==> config.mk <==
export PLATFORM = sky130hd
export DESIGN_NAME = us_cmd_sched
export DESIGN_NICKNAME = d
export VERILOG_FILES = /design/src/rtl/us_cmd_sched.sv
export SDC_FILE = /design/constraint.sdc
export NUM_CORES = 1
export LEC_CHECK = 0
export BUFFER_PORTS_ARGS = -buffer_cell sky130_fd_sc_hd__buf_4
export CORE_ASPECT_RATIO = 1.1
export CORE_UTILIZATION = 51
export DETAILED_ROUTE_END_ITERATION = 8
export HOLD_SLACK_MARGIN = 0.08
export PLACE_DENSITY = 0.81
export SYNTH_ARGS = -nofsm -noshare
export SYNTH_HDL_FRONTEND = slang
export SYNTH_SLANG_ARGS = --single-unit
==> constraint.sdc <==
create_clock -name clk -period 4.6 [get_ports clk]
set_clock_uncertainty 0.2 [all_clocks]
set_input_delay 0.92 -clock clk [delete_from_list [all_inputs] [get_ports clk]]
set_output_delay 0.92 -clock clk [all_outputs]
set_load 0.01 [all_outputs]
==> src/rtl/us_cmd_sched.sv <==
// Upstream command scheduler: pops commands from a FWFT FIFO and turns each one
// into a completion request, a train of MWr32 TLP requests, or a bad-command pulse.

`ifndef US_CMD_CPL_TYPE
`define US_CMD_CPL_TYPE 2'b00
`endif
`ifndef US_CMD_CPLD_TYPE
`define US_CMD_CPLD_TYPE 2'b01
`endif
`ifndef US_CMD_WR32_TYPE
`define US_CMD_WR32_TYPE 2'b10
`endif

module us_cmd_sched #(
  parameter int unsigned MAX_PAYLOAD_DW = 32
) (
  input  logic          clk,
  input  logic          rst_n,
  input  logic [127:0]  us_cmd_fifo_dout_i,
  input  logic          us_cmd_fifo_empty_i,
  output logic          us_cmd_fifo_rd_en_o,
  output logic          cpl_req_o,
  output logic          cpl_with_data_o,
  output logic [54:0]   cpl_fields_o,
  input  logic          cpl_ack_i,
  output logic          wr_req_o,
  output logic [31:0]   wr_addr_o,
  output logic [9:0]    wr_len_dw_o,
  input  logic          wr_ack_i,
  output logic          up_wr_cmd_compl_o,
  output logic [1:0]    cmd_id_o,
  output logic          bad_cmd_o,
  output logic          busy_o
);

  localparam logic [2:0] S_IDLE    = 3'd0;
  localparam logic [2:0] S_DECODE  = 3'd1;
  localparam logic [2:0] S_CPL     = 3'd2;
  localparam logic [2:0] S_WR      = 3'd3;
  localparam logic [2:0] S_WR_NEXT = 3'd4;
  localparam logic [2:0] S_DONE    = 3'd5;

  localparam logic [9:0] MAX_DW = 10'(MAX_PAYLOAD_DW);

  // Handshake: a request (cpl_req_o / wr_req_o) rises with its payload, holds both
  // stable until the matching ack is sampled high at a clock edge, and drops on the
  // following cycle; an ack sampled while its request is low has no effect.

  logic [2:0]  state_q, state_d;
  logic [63:0] cmd_q, cmd_d;
  logic [18:0] rem_q, rem_d;
  logic [31:0] addr_q, addr_d;
  logic [1:0]  cmd_id_q, cmd_id_d;
  logic        cpl_req_q, cpl_req_d;
  logic        wr_req_q, wr_req_d;

  logic        fifo_rd_en;
  logic [1:0]  cmd_type;
  logic [4:0]  cmd_len;
  logic [1:0]  cmd_id_f;
  logic [54:0] cmd_payload;
  logic        is_cpl;
  logic        is_wr;
  logic [4:0]  eff_len;
  logic [18:0] init_rem;
  logic [9:0]  tlp_len;
  logic        unused_dout_hi;

  assign unused_dout_hi = ^us_cmd_fifo_dout_i[127:64];

  assign cmd_type    = cmd_q[63:62];
  assign cmd_len     = cmd_q[61:57];
  assign cmd_id_f    = cmd_q[56:55];
  assign cmd_payload = cmd_q[54:0];

  assign is_cpl = (cmd_type == `US_CMD_CPL_TYPE) || (cmd_type == `US_CMD_CPLD_TYPE);
  assign is_wr  = (cmd_type == `US_CMD_WR32_TYPE);

  // Gated by rst_n so nothing is popped while reset is held.
  assign fifo_rd_en = rst_n && (state_q == S_IDLE) && !us_cmd_fifo_empty_i;

  // Effective length is clamped to 2..20, giving 1 .. 2^18 DW in total.
  assign eff_len  = (cmd_len < 5'd2) ? 5'd2 : ((cmd_len > 5'd20) ? 5'd20 : cmd_len);
  assign init_rem = 19'd1 << (eff_len - 5'd2);

  assign tlp_len = (rem_q > {9'd0, MAX_DW}) ? MAX_DW : rem_q[9:0];

  always_comb begin
    state_d  = state_q;
    cmd_d    = cmd_q;
    rem_d    = rem_q;
    addr_d   = addr_q;
    cmd_id_d = cmd_id_q;

    if (fifo_rd_en) begin
      cmd_d = us_cmd_fifo_dout_i[63:0];
    end

    case (state_q)
      S_IDLE: begin
        if (fifo_rd_en) begin
          state_d = S_DECODE;
        end
      end
      S_DECODE: begin
        if (is_cpl) begin
          state_d = S_CPL;
        end else if (is_wr) begin
          state_d  = S_WR;
          rem_d    = init_rem;
          addr_d   = {cmd_payload[31:2], 2'b00};
          cmd_id_d = cmd_id_f;
        end else begin
          state_d = S_IDLE;
        end
      end
      S_CPL: begin
        if (cpl_ack_i) begin
          state_d = S_IDLE;
        end
      end
      S_WR: begin
        if (wr_ack_i) begin
          rem_d   = rem_q - {9'd0, tlp_len};
          addr_d  = addr_q + {20'd0, tlp_len, 2'b00};
          state_d = S_WR_NEXT;
        end
      end
      S_WR_NEXT: begin
        state_d = (rem_q != 19'd0) ? S_WR : S_DONE;
      end
      S_DONE: begin
        state_d = S_IDLE;
      end
      default: begin
        state_d = S_IDLE;
      end
    endcase

    cpl_req_d = (state_d == S_CPL);
    wr_req_d  = (state_d == S_WR);
  end

  always_ff @(posedge clk or negedge rst_n) begin
    if (!rst_n) begin
      state_q   <= S_IDLE;
      cmd_q     <= '0;
      rem_q     <= '0;
      addr_q    <= '0;
      cmd_id_q  <= '0;
      cpl_req_q <= 1'b0;
      wr_req_q  <= 1'b0;
    end else begin
      state_q   <= state_d;
      cmd_q     <= cmd_d;
      rem_q     <= rem_d;
      addr_q    <= addr_d;
      cmd_id_q  <= cmd_id_d;
      cpl_req_q <= cpl_req_d;
      wr_req_q  <= wr_req_d;
    end
  end

  assign us_cmd_fifo_rd_en_o = fifo_rd_en;
  assign cpl_req_o           = cpl_req_q;
  assign cpl_with_data_o     = cpl_req_q && (cmd_type == `US_CMD_CPLD_TYPE);
  assign cpl_fields_o        = cmd_payload;
  assign wr_req_o            = wr_req_q;
  assign wr_addr_o           = addr_q;
  assign wr_len_dw_o         = tlp_len;
  assign up_wr_cmd_compl_o   = (state_q == S_DONE);
  assign cmd_id_o            = cmd_id_q;
  assign bad_cmd_o           = (state_q == S_DECODE) && !is_cpl && !is_wr;
  assign busy_o              = (state_q != S_IDLE);

endmodule

==> results by group <==
Status
  • Outcome: finished, violations left
  • Failing checks: design-rule violations

GRT
  • Pin count of the biggest net entering global routing: 69
  • GR Layer Usage met2: 45.1%
  • Initial antenna violation count: 0
  • GR Util met3: 6.81%
  • GRT Total Usage: 27.3%
  • Vias in the first global route: 5858
  • Gr ovfl total: 0
  • Met1 Track Usage GR: 35.0%
  • Most Crowded Layer GR: met2
  • First-pass GRT wire length: 29400 um

Cells and area
  • Number of diodes: 0
  • Layout cells sized above 1: 24.9%
  • Storage cell area: 3000 um2
  • # nets final: 1077
  • Layout area overhead: 23.7%
  • Filler cell count: 1136
  • Most common cell after layout, fill and taps aside: nand2_1
  • Most frequent cells in the layout: nand2_1 (257), buf_4 (186), dfrtp_1 (120)
  • Area of the multi-input gates: 3210 um2
  • Final core utilization: 64.3%

Routing
  • Total Wirelength: 18400 um
  • Per-cell routed wire length: 16.7 um
  • Drt drc: 1
  • Antenna-violating nets left: 0
  • Vias: 6287
  • Via-to-Cell Ratio: 5.69
  • 1st-pass router iterations: 9
  • Drt initial violations: 444

Yosys
  • Most used DFF post-synth: dfrtp_1
  • Yosys reg bits: 120
  • Post-Syn Area: 6840 um2
  • Post-synth EDFFs: 0
  • Syn Inst Count: 820
  • Synth async-reset ratio: 100%
  • Cell variety after synth: 77
  • Yosys warns: 0
  • Avg Synthesized Cell Area: 8.34 um2
  • Register area share after synthesis: 43.9%

Setup path
  • Critical path type: flop to flop
  • Startpoint types: flop
  • CP Data Arrival Time: 4.39 ns
  • Setup crit end: wr_addr_o[23]
  • CP endpoint kind: flop
  • R2R Path Start: rem_q[1]
  • WP data required: 4.69 ns
  • Worst setup startpoint: rem_q[1]
  • RR Endpoint: wr_addr_o[23]
  • R2R setup slack: 0.30 ns
  • Worst-path fanout max: 10
  • R2R depth: 11

Placed design
  • RePlAce Congestion: 0.917
  • Detailed placer's ending HPWL: 12800 um
  • I/O Buffers: 168

Clock tree
  • H-tree levels: 4
  • Clock Pin Slew Worst Setup and Hold Paths: 0.06 ns
  • Cts bufs inserted: 17
  • Longest Clk Path Bufs: 2
  • CTS tree: done
  • Post-CTS sizing: 0
  • Clock latency on the worst-skew pair: 0.41 ns
  • CTS root buf: clkbuf_16
  • Clk sinks: 120
  • Post-CTS Setup Repair Bufs: 0
  • # hold bufs at CTS: 0

Floorplanning
  • Starting Density: 52.0%
  • Area of the core: 13200 um2
  • Die Wd: 112 um
  • Boundary pin count: 239
  • Die area: 13900 um2
  • Site Rows: 44
  • Die H: 123 um

Timing
  • RSZ-0062 raised after global routing: false
  • Worst-margin pin slew: 0.894 ns
  • Crit path time final: 4.30 ns
  • Final setup TNS: 0 ns
  • Slew margin rel.: 40.4%
  • Final Slew Violations: 0
  • Final setup viols: 0
  • Fmax: 0.233 GHz
  • Fin crit share: 93.5%
  • Final Hold Vio Count: 0
  • Hold Slack: 0.278 ns

Power and ir drop
  • P_leak: 4.18 nW
  • Power per cell area: 739 nW/um2
  • Max IR drop VDD: 0.391 mV

Min path
  • HP Start: cmd_q[49]
  • Min-delay worst type: flop to flop

Flow run
  • Number of max-cap violations: 0
synthesized netlist by cell type, types with 4 or more instances:
library cell | number | share of area (%)
nand3_1 | 24 | 1.8
dfrtp_1 | 120 | 44
or2_2 | 4 | 0.37
nand2b_1 | 4 | 0.37
o211ai_1 | 8 | 0.88
xnor2_1 | 5 | 0.64
nor2_1 | 48 | 2.6
or3_1 | 8 | 0.73
o22ai_1 | 5 | 0.46
a21oi_1 | 23 | 1.7
o21a_1 | 5 | 0.55
and3_1 | 10 | 0.91
ha_1 | 12 | 2.2
nand4_1 | 7 | 0.64
inv_1 | 7 | 0.38
a311oi_1 | 10 | 1.3
nor3_1 | 16 | 1.2
a31oi_1 | 8 | 0.73
o21ai_0 | 30 | 2.2
nand2_1 | 257 | 14
buf_4 | 61 | 6.7
clkbuf_1 | 25 | 1.4
buf_2 | 15 | 1.1
nor2b_1 | 6 | 0.55
nor4_1 | 6 | 0.55
a211oi_1 | 9 | 0.99
and2_1 | 11 | 1.0
critical path: stages, from the launching register on:
cell,delay [ns]
dfrtp_1,0.43
or3_4,0.42
or3_2,0.43
a21oi_1,0.30
and2_2,0.24
ha_1,0.25
a211oi_1,0.34
nor4_1,0.13
o31ai_1,0.48
nand2_1,0.38
a311o_1,0.44
and3_1,0.16
state kept, by name, summed over array words and instances, names as in the netlist:
name,count
cmd_q,64
wr_addr_o,30
rem_q,19
state_q,3
cmd_id_o,2
cpl_req_o,1
wr_req_o,1
power by group:
group	leakage [nW]	internal, mW	switching [mW]	total, mW
clock network	0.296	0.919	0.473	1.39
logic	2.39	1.26	1.53	2.79
registers	1.50	1.54	0.531	2.08
routing by layer:
layer	part of all wire, %	vias to the layer above
met4	2.6	0
met2	48	302
li1	-	2980
met3	8.2	41
met1	42	2964
met5	0	-
kinds of logic (layout without fill, tap and decap cells):
| group | count (synthesis) | count (layout) | share of synthesized area [%] |
|---|---|---|---|
| AO/OA/AOI/OAI | 144 | 144 | 14.8 |
| XOR/XNOR | 7 | 7 | 0.896 |
| adder cells (fa/ha/maj) | 13 | 13 | 2.49 |
| buffers and inverters | 110 | 225 | 9.66 |
| flip-flops | 120 | 120 | 43.9 |
| multiplexers | 4 | 4 | 0.604 |
| other | 2 | 11 | 0.110 |
| AND/OR/NAND/NOR | 420 | 420 | 27.5 |
stage by stage:
step	power [mW]	area, um2	setup WS (ns)	instances
after floorplan	3.95	6870	0.840	829
after global routing	6.68	8460	0.159	1105
after detailed placement	4.82	7840	0.400	1073
after CTS	6.24	8460	0.397	1105
final	6.26	8460	0.300	1105
after global placement	4.75	7840	0.474	1073
cell type report:
class                   count  area share, %
clock buffers              20           5.28
well taps                 161           2.38
repair buffers            186           16.5
multi-input cells         599           38.0
inverters                   7          0.311
clock inverters            12           2.07
flip-flops and latches    120           35.5
worst min path at each step:
| stage | cells past startpoint | slack (ns) | endpoint |
|---|---|---|---|
| 2_1_floorplan | 2 | 0.24 | cmd_id_o[0] |
| 3_3_place_gp | 2 | 0.25 | cmd_id_o[1] |
| 3_5_place_dp | 2 | 0.27 | cmd_q[38] |
| 4_1_cts | 2 | 0.28 | cmd_q[42] |
| 5_1_grt | 2 | 0.29 | cmd_id_o[1] |
| 6_report | 2 | 0.28 | cmd_q[49] |
Note: power is estimated with default switching activity, not from simulation.
